## src/rtl/micro_seq.sv

```systemverilog
// ---------------------------------------------------------------------------
// micro_seq - micro-program sequencer
//
// Owns the micro-program counter (uPC) and selects the next control-store
// address every cycle. The sources are increment, jump, flag-conditional
// branch, opcode dispatch, call/return through a small LIFO, wait-for-ready
// and return to fetch.
//
// Parameters
//   UADDR_W      control-store address width (>= 8)
//   STACK_DEPTH  return-address stack entries (power of two, >= 2)
//   FETCH_ADDR   fetch-routine entry and uPC reset value
//
// Ports
//   clk        clock; all state changes on the rising edge
//   rst_n      asynchronous active-low reset
//   stall      global hold: uPC, stack and error flags frozen
//   seq_op     next-address op from the current microinstruction
//   cond_sel   branch condition for CJMP
//   uaddr_in   jump/call target field
//   Opcode     instruction opcode for DISPATCH
//   ZF, CF     zero and carry flags
//   ready      external completion for WAIT
//   uaddr      current uPC (registered), drives the control store
//   waiting    combinational: WAIT op while ready is low
//   stack_ovf  sticky: CALL issued with the stack full
//   stack_unf  sticky: RET issued with the stack empty
// ---------------------------------------------------------------------------
module micro_seq #(
    parameter int unsigned UADDR_W     = 8,
    parameter int unsigned STACK_DEPTH = 4,
    parameter int unsigned FETCH_ADDR  = 0
) (
    input  logic               clk,
    input  logic               rst_n,
    input  logic               stall,
    input  logic [2:0]         seq_op,
    input  logic [2:0]         cond_sel,
    input  logic [UADDR_W-1:0] uaddr_in,
    input  logic [4:0]         Opcode,
    input  logic               ZF,
    input  logic               CF,
    input  logic               ready,
    output logic [UADDR_W-1:0] uaddr,
    output logic               waiting,
    output logic               stack_ovf,
    output logic               stack_unf
);

    localparam int unsigned IDX_W = $clog2(STACK_DEPTH);
    localparam int unsigned PTR_W = IDX_W + 1;

    // seq_op encodings
    localparam logic [2:0] OP_NEXT     = 3'd0;
    localparam logic [2:0] OP_JUMP     = 3'd1;
    localparam logic [2:0] OP_CJMP     = 3'd2;
    localparam logic [2:0] OP_DISPATCH = 3'd3;
    localparam logic [2:0] OP_CALL     = 3'd4;
    localparam logic [2:0] OP_RET      = 3'd5;
    localparam logic [2:0] OP_WAIT     = 3'd6;
    localparam logic [2:0] OP_FETCH    = 3'd7;

    // cond_sel encodings
    localparam logic [2:0] CC_EQ     = 3'd0;
    localparam logic [2:0] CC_NE     = 3'd1;
    localparam logic [2:0] CC_HI     = 3'd2;
    localparam logic [2:0] CC_HS     = 3'd3;
    localparam logic [2:0] CC_LO     = 3'd4;
    localparam logic [2:0] CC_LS     = 3'd5;
    localparam logic [2:0] CC_ALWAYS = 3'd6;
    localparam logic [2:0] CC_NEVER  = 3'd7;

    localparam logic [UADDR_W-1:0] FETCH_UADDR = UADDR_W'(FETCH_ADDR);
    localparam logic [PTR_W-1:0]   SP_FULL     = PTR_W'(STACK_DEPTH);

    logic [UADDR_W-1:0] upc_q;
    logic [UADDR_W-1:0] upc_d;
    logic [PTR_W-1:0]   sp_q;
    logic [PTR_W-1:0]   sp_d;
    logic               ovf_q;
    logic               ovf_d;
    logic               unf_q;
    logic               unf_d;
    logic               push_en;

    logic [UADDR_W-1:0] stack_mem [STACK_DEPTH];

    logic [UADDR_W-1:0] upc_inc;
    logic [UADDR_W-1:0] dispatch_addr;
    logic [IDX_W-1:0]   push_idx;
    logic [IDX_W-1:0]   pop_idx;
    logic               stack_full;
    logic               stack_empty;
    logic               cond_true;

    // Address helpers; the increment wraps naturally at 2^UADDR_W
    assign upc_inc       = upc_q + UADDR_W'(1);
    assign dispatch_addr = UADDR_W'({Opcode, 3'b000});
    assign push_idx      = IDX_W'(sp_q);
    assign pop_idx       = IDX_W'(sp_q - PTR_W'(1));
    assign stack_full    = (sp_q == SP_FULL);
    assign stack_empty   = (sp_q == PTR_W'(0));

    // Branch condition decode, flags taken from the current cycle
    always_comb begin
        cond_true = 1'b0;
        case (cond_sel)
            CC_EQ:     cond_true = ZF;
            CC_NE:     cond_true = ~ZF;
            CC_HI:     cond_true = ~CF & ~ZF;
            CC_HS:     cond_true = ~CF;
            CC_LO:     cond_true = CF;
            CC_LS:     cond_true = CF | ZF;
            CC_ALWAYS: cond_true = 1'b1;
            CC_NEVER:  cond_true = 1'b0;
            default:   cond_true = 1'b0;
        endcase
    end

    // Next-state logic; stall leaves every piece of state untouched
    always_comb begin
        upc_d   = upc_q;
        sp_d    = sp_q;
        ovf_d   = ovf_q;
        unf_d   = unf_q;
        push_en = 1'b0;
        if (!stall) begin
            case (seq_op)
                OP_NEXT:     upc_d = upc_inc;
                OP_JUMP:     upc_d = uaddr_in;
                OP_CJMP:     upc_d = cond_true ? uaddr_in : upc_inc;
                OP_DISPATCH: upc_d = dispatch_addr;
                OP_CALL: begin
                    // Target is taken even when the return address is dropped
                    upc_d = uaddr_in;
                    if (stack_full) begin
                        ovf_d = 1'b1;
                    end else begin
                        push_en = 1'b1;
                        sp_d    = sp_q + PTR_W'(1);
                    end
                end
                OP_RET: begin
                    // Underflow falls back to the fetch routine
                    if (stack_empty) begin
                        upc_d = FETCH_UADDR;
                        unf_d = 1'b1;
                    end else begin
                        upc_d = stack_mem[pop_idx];
                        sp_d  = sp_q - PTR_W'(1);
                    end
                end
                OP_WAIT:     upc_d = ready ? upc_inc : upc_q;
                OP_FETCH:    upc_d = FETCH_UADDR;
                default:     upc_d = upc_inc;
            endcase
        end
    end

    // State registers
    always_ff @(posedge clk or negedge rst_n) begin
        if (!rst_n) begin
            upc_q <= FETCH_UADDR;
            sp_q  <= '0;
            ovf_q <= 1'b0;
            unf_q <= 1'b0;
        end else begin
            upc_q <= upc_d;
            sp_q  <= sp_d;
            ovf_q <= ovf_d;
            unf_q <= unf_d;
        end
    end

    // Return-address storage; contents are irrelevant after reset
    always_ff @(posedge clk) begin
        if (push_en) begin
            stack_mem[push_idx] <= upc_inc;
        end
    end

    assign uaddr     = upc_q;
    assign stack_ovf = ovf_q;
    assign stack_unf = unf_q;
    assign waiting   = (seq_op == OP_WAIT) && !ready;

endmodule

```

## config.mk

```make
export PLATFORM = sky130hd
export DESIGN_NAME = micro_seq
export DESIGN_NICKNAME = d
export VERILOG_FILES = /design/src/rtl/micro_seq.sv
export SDC_FILE = /design/constraint.sdc
export NUM_CORES = 1
export LEC_CHECK = 0
export BUFFER_PORTS_ARGS = -buffer_cell sky130_fd_sc_hd__buf_2
export CAP_MARGIN = 20
export CORE_ASPECT_RATIO = 1.25
export CORE_MARGIN = 3
export CORE_UTILIZATION = 50
export CTS_CLUSTER_DIAMETER = 50
export DETAILED_ROUTE_END_ITERATION = 10
export GPL_TIMING_DRIVEN = 0
export MAX_ROUTING_LAYER = met4
export PLACE_DENSITY_LB_ADDON = 0.08
export SYNTH_ARGS = -nofsm -noshare
export SYNTH_HDL_FRONTEND = slang
export SYNTH_SLANG_ARGS = --single-unit
```

## constraint.sdc

```tcl
create_clock -name clk -period 6.49 [get_ports clk]
set_clock_uncertainty 0.1 [all_clocks]
set_input_delay 1.298 -clock clk [delete_from_list [all_inputs] [get_ports clk]]
set_output_delay 1.298 -clock clk [all_outputs]
set_load 0.01 [all_outputs]
```

==> summary.txt <==
Layout
  • Layout cells sized above 1: a little under 30%
  • Final Util: 60.2%
  • # nets final: 248
  • Antenna diodes: 0
  • Area Growth Syn to Fin: 15.4%

Pwr
  • Pwr dens: 337 nW/um^2
  • Max VDD drop: 0.249 mV
  • Pleak: 0.00102 uW
  • Pwr Total: 905 uW

Run status
  • Outcome: finished clean

Setup path
  • Setup CP Type: input pin to output port
  • Crit-path slowest cell: and4bb_4
  • Critical Path Source Type: input pin
  • Worst Path Max Fanout: 3
  • CP max stage delay: between 300 and 400 ps
  • CP required: 5090 ps
  • Worst-path cell chain: buf_2 > and4bb_4 > buf_2
  • Crit path arrival time: ~1900 ps
  • Cell mode on critical path: buf_2
  • Crit. End Element: output port

Floorplan
  • Top-level I/O count: 36
  • Num rows: 27
  • DIE AREA: 5510 sq um
  • CORE AREA: 4460 sq um
  • Initial Util: 52.1%
  • Die W: between 60 and 70 microns
  • Die Ht: between 80 and 90 microns

Synth
  • Synth warn: 0
  • Net Count, Synth: 206
  • Fraction of registers with async set/reset: 28.9%
  • Cell accounting for the most synthesized area: edfxtp_1
  • Most common cell in the synthesized netlist: edfxtp_1
  • Syn Area/Cell: approximately 13 sq um
  • EDFF count, synth: 32
  • Cell Area, Synth: 2320 sq um
  • Synth cell types: 47
  • Synth top area cells: edfxtp_1 41%, dfrtp_1 14%, mux4_2 4.8%
  • Register area share after synthesis: a little under three fifths
  • Share of the synthesized area in the top cell type: approximately two fifths
  • #FFs+latches synth: 45
  • Commonest register cell after synthesis: edfxtp_1
  • Post-Syn Instances: 175
  • Synth cell count leaders: 32 x edfxtp_1, 13 x dfrtp_1, 13 x nand3_1, 13 x nor2_1, 9 x a31oi_1

Routing
  • WL final: slightly below 5000 microns
  • Drt pass-1 iters: 4
  • First DRT Iteration DRCs: 89
  • Avg WL per Cell: 17.4 microns
  • Vias per std cell: 5.64
  • Remaining antenna violation count: 0
  • Via total after detailed routing: between 1,500 and 2,000
  • # DRC: 0

Job
  • Max_cap viols: 0

GRT
  • Vias in the first global route: roughly 1,600
  • Largest net degree at the start of global routing: 15
  • GRT Overall Usage: between 20% and 30%
  • Antenna violations before repair: 0
  • First-pass GRT wire length: roughly 7900 microns
  • Total grt overflow: 0

Placed design
  • Gpl congestion: ~0.8
  • PortBufs: 35
  • Worst slack at placement: 3240 ps
  • DP HPWL: 3740 microns

Clock network
  • Worst-Skew Late Latency: 290 ps
  • Setup Fix Bufs, Post-CTS: 0
  • CTS root buf: clkbuf_8
  • Total clock sinks: 45
  • # hold bufs at CTS: 0
  • Clock buffer depth: 2
  • Clock H-tree levels: 2
  • PostCTS Resize Cnt: 0
  • TritonCTS clock tree: yes
  • CTS clk-pin slew, worst paths: 80 ps
  • Total CTS buffers: 5

STA
  • Final Setup Violations: 0
  • Hold Fails Final Rpt: 0
  • Slew HR: 50.7%
  • Clock period minus worst slack: 3250 ps
  • Setup ws final: 3240 ps
  • Max Transition Viols Final: 0
  • RSZ-0062 raised after global routing: no
  • Fmax achieved: between 0.3 and 0.4 GHz
  • Post-route clock period utilization: 50.0%
  • Final TNS setup: 0 ps
  • Least-Margin Pin Slew: around 740 ps

Hold path
  • Worst min path class: flop to flop
cells by family after synthesis:
logic type | share of synthesized area (%)
AO/OA/AOI/OAI | 11.1
adder cells (fa/ha/maj) | 3.23
buffers and inverters | 3.34
multiplexers | 8.72
AND/OR/NAND/NOR | 14.5
XOR/XNOR | 3.77
flip-flops | 55.3
stage by stage:
| step | cells | hold slack [ps] | area [sq um] |
|---|---|---|---|
| after floorplan | 175 | 403 | 2320 |
| after global placement | 268 | 350 | 2570 |
| after detailed placement | 268 | 352 | 2570 |
| after CTS | 276 | 381 | 2680 |
| after global routing | 276 | 401 | 2680 |
| final | 276 | 386 | 2680 |
power by group:
group | total, uW | leakage (uW) | switching [uW] | internal (uW)
clock | 208 | 0.0000554 | 92.2 | 116
sequential | 388 | 0.000438 | 29.7 | 359
combinational | 308 | 0.000527 | 169 | 140
state kept, by name (all words and copies together) (netlist names):
name,count
stack_ovf,1
stack_unf,1
stack_mem,32
uaddr,8
sp_q,3
placed cells by master (no fill, tap or decap), types with 4 or more instances in the layout:
master	instances
xor2_1	6
and2_1	4
nor2_1	13
xnor2_1	4
nand2_1	4
a31oi_1	9
nand3_1	13
dfrtp_1	13
edfxtp_1	32
a221oi_1	4
nand2b_1	5
o21ai_1	5
mux4_2	5
inv_1	6
buf_2	37
ha_1	6
clkbuf_8	5
a21oi_1	4
worst max-delay path: cells and delay by family:
family,cells,cell delay (ps)
buf+inv,2,220
simple gates,1,330
final cells by class:
| cell class | instances | area (sq um) |
|---|---|---|
| multi-input cells | 117 | 961 |
| flip-flops and latches | 45 | 1290 |
| clock inverters | 2 | 38.8 |
| inverters | 6 | 22.5 |
| clock buffers | 6 | 72.6 |
| plain buffers | 7 | 55.1 |
| repair buffers | 35 | 175 |
| fillers | 396 | 1780 |
| well taps | 58 | 72.6 |
metal layers:
| metal | wire, microns | part of all wire, % | track usage (%) |
|---|---|---|---|
| met5 | 0 | 0 | - |
| met3 | 197 | 4.1 | 4.06 |
| met1 | 1910 | 40 | 24.0 |
| met2 | 2660 | 55 | 36.1 |
| met4 | 44 | 0.91 | 5.48 |
final timing paths:
check,from,end,slack (ps),depth (start not counted)
max,ready,waiting,3240,3
min,stack_unf$_DFFE_PN0P_,stack_unf$_DFFE_PN0P_,390,2
max reg2reg,sp_q[0]$_DFFE_PN0P_,uaddr[3]$_DFFE_PN0P_,3990,7
min reg2reg,stack_unf$_DFFE_PN0P_,stack_unf$_DFFE_PN0P_,390,2
max in group asynchronous,rst_n,sp_q[0]$_DFFE_PN0P_,5250,1
min in group asynchronous,rst_n,uaddr[4]$_DFFE_PN0P_,790,1
(Power assumes the default switching activity.)
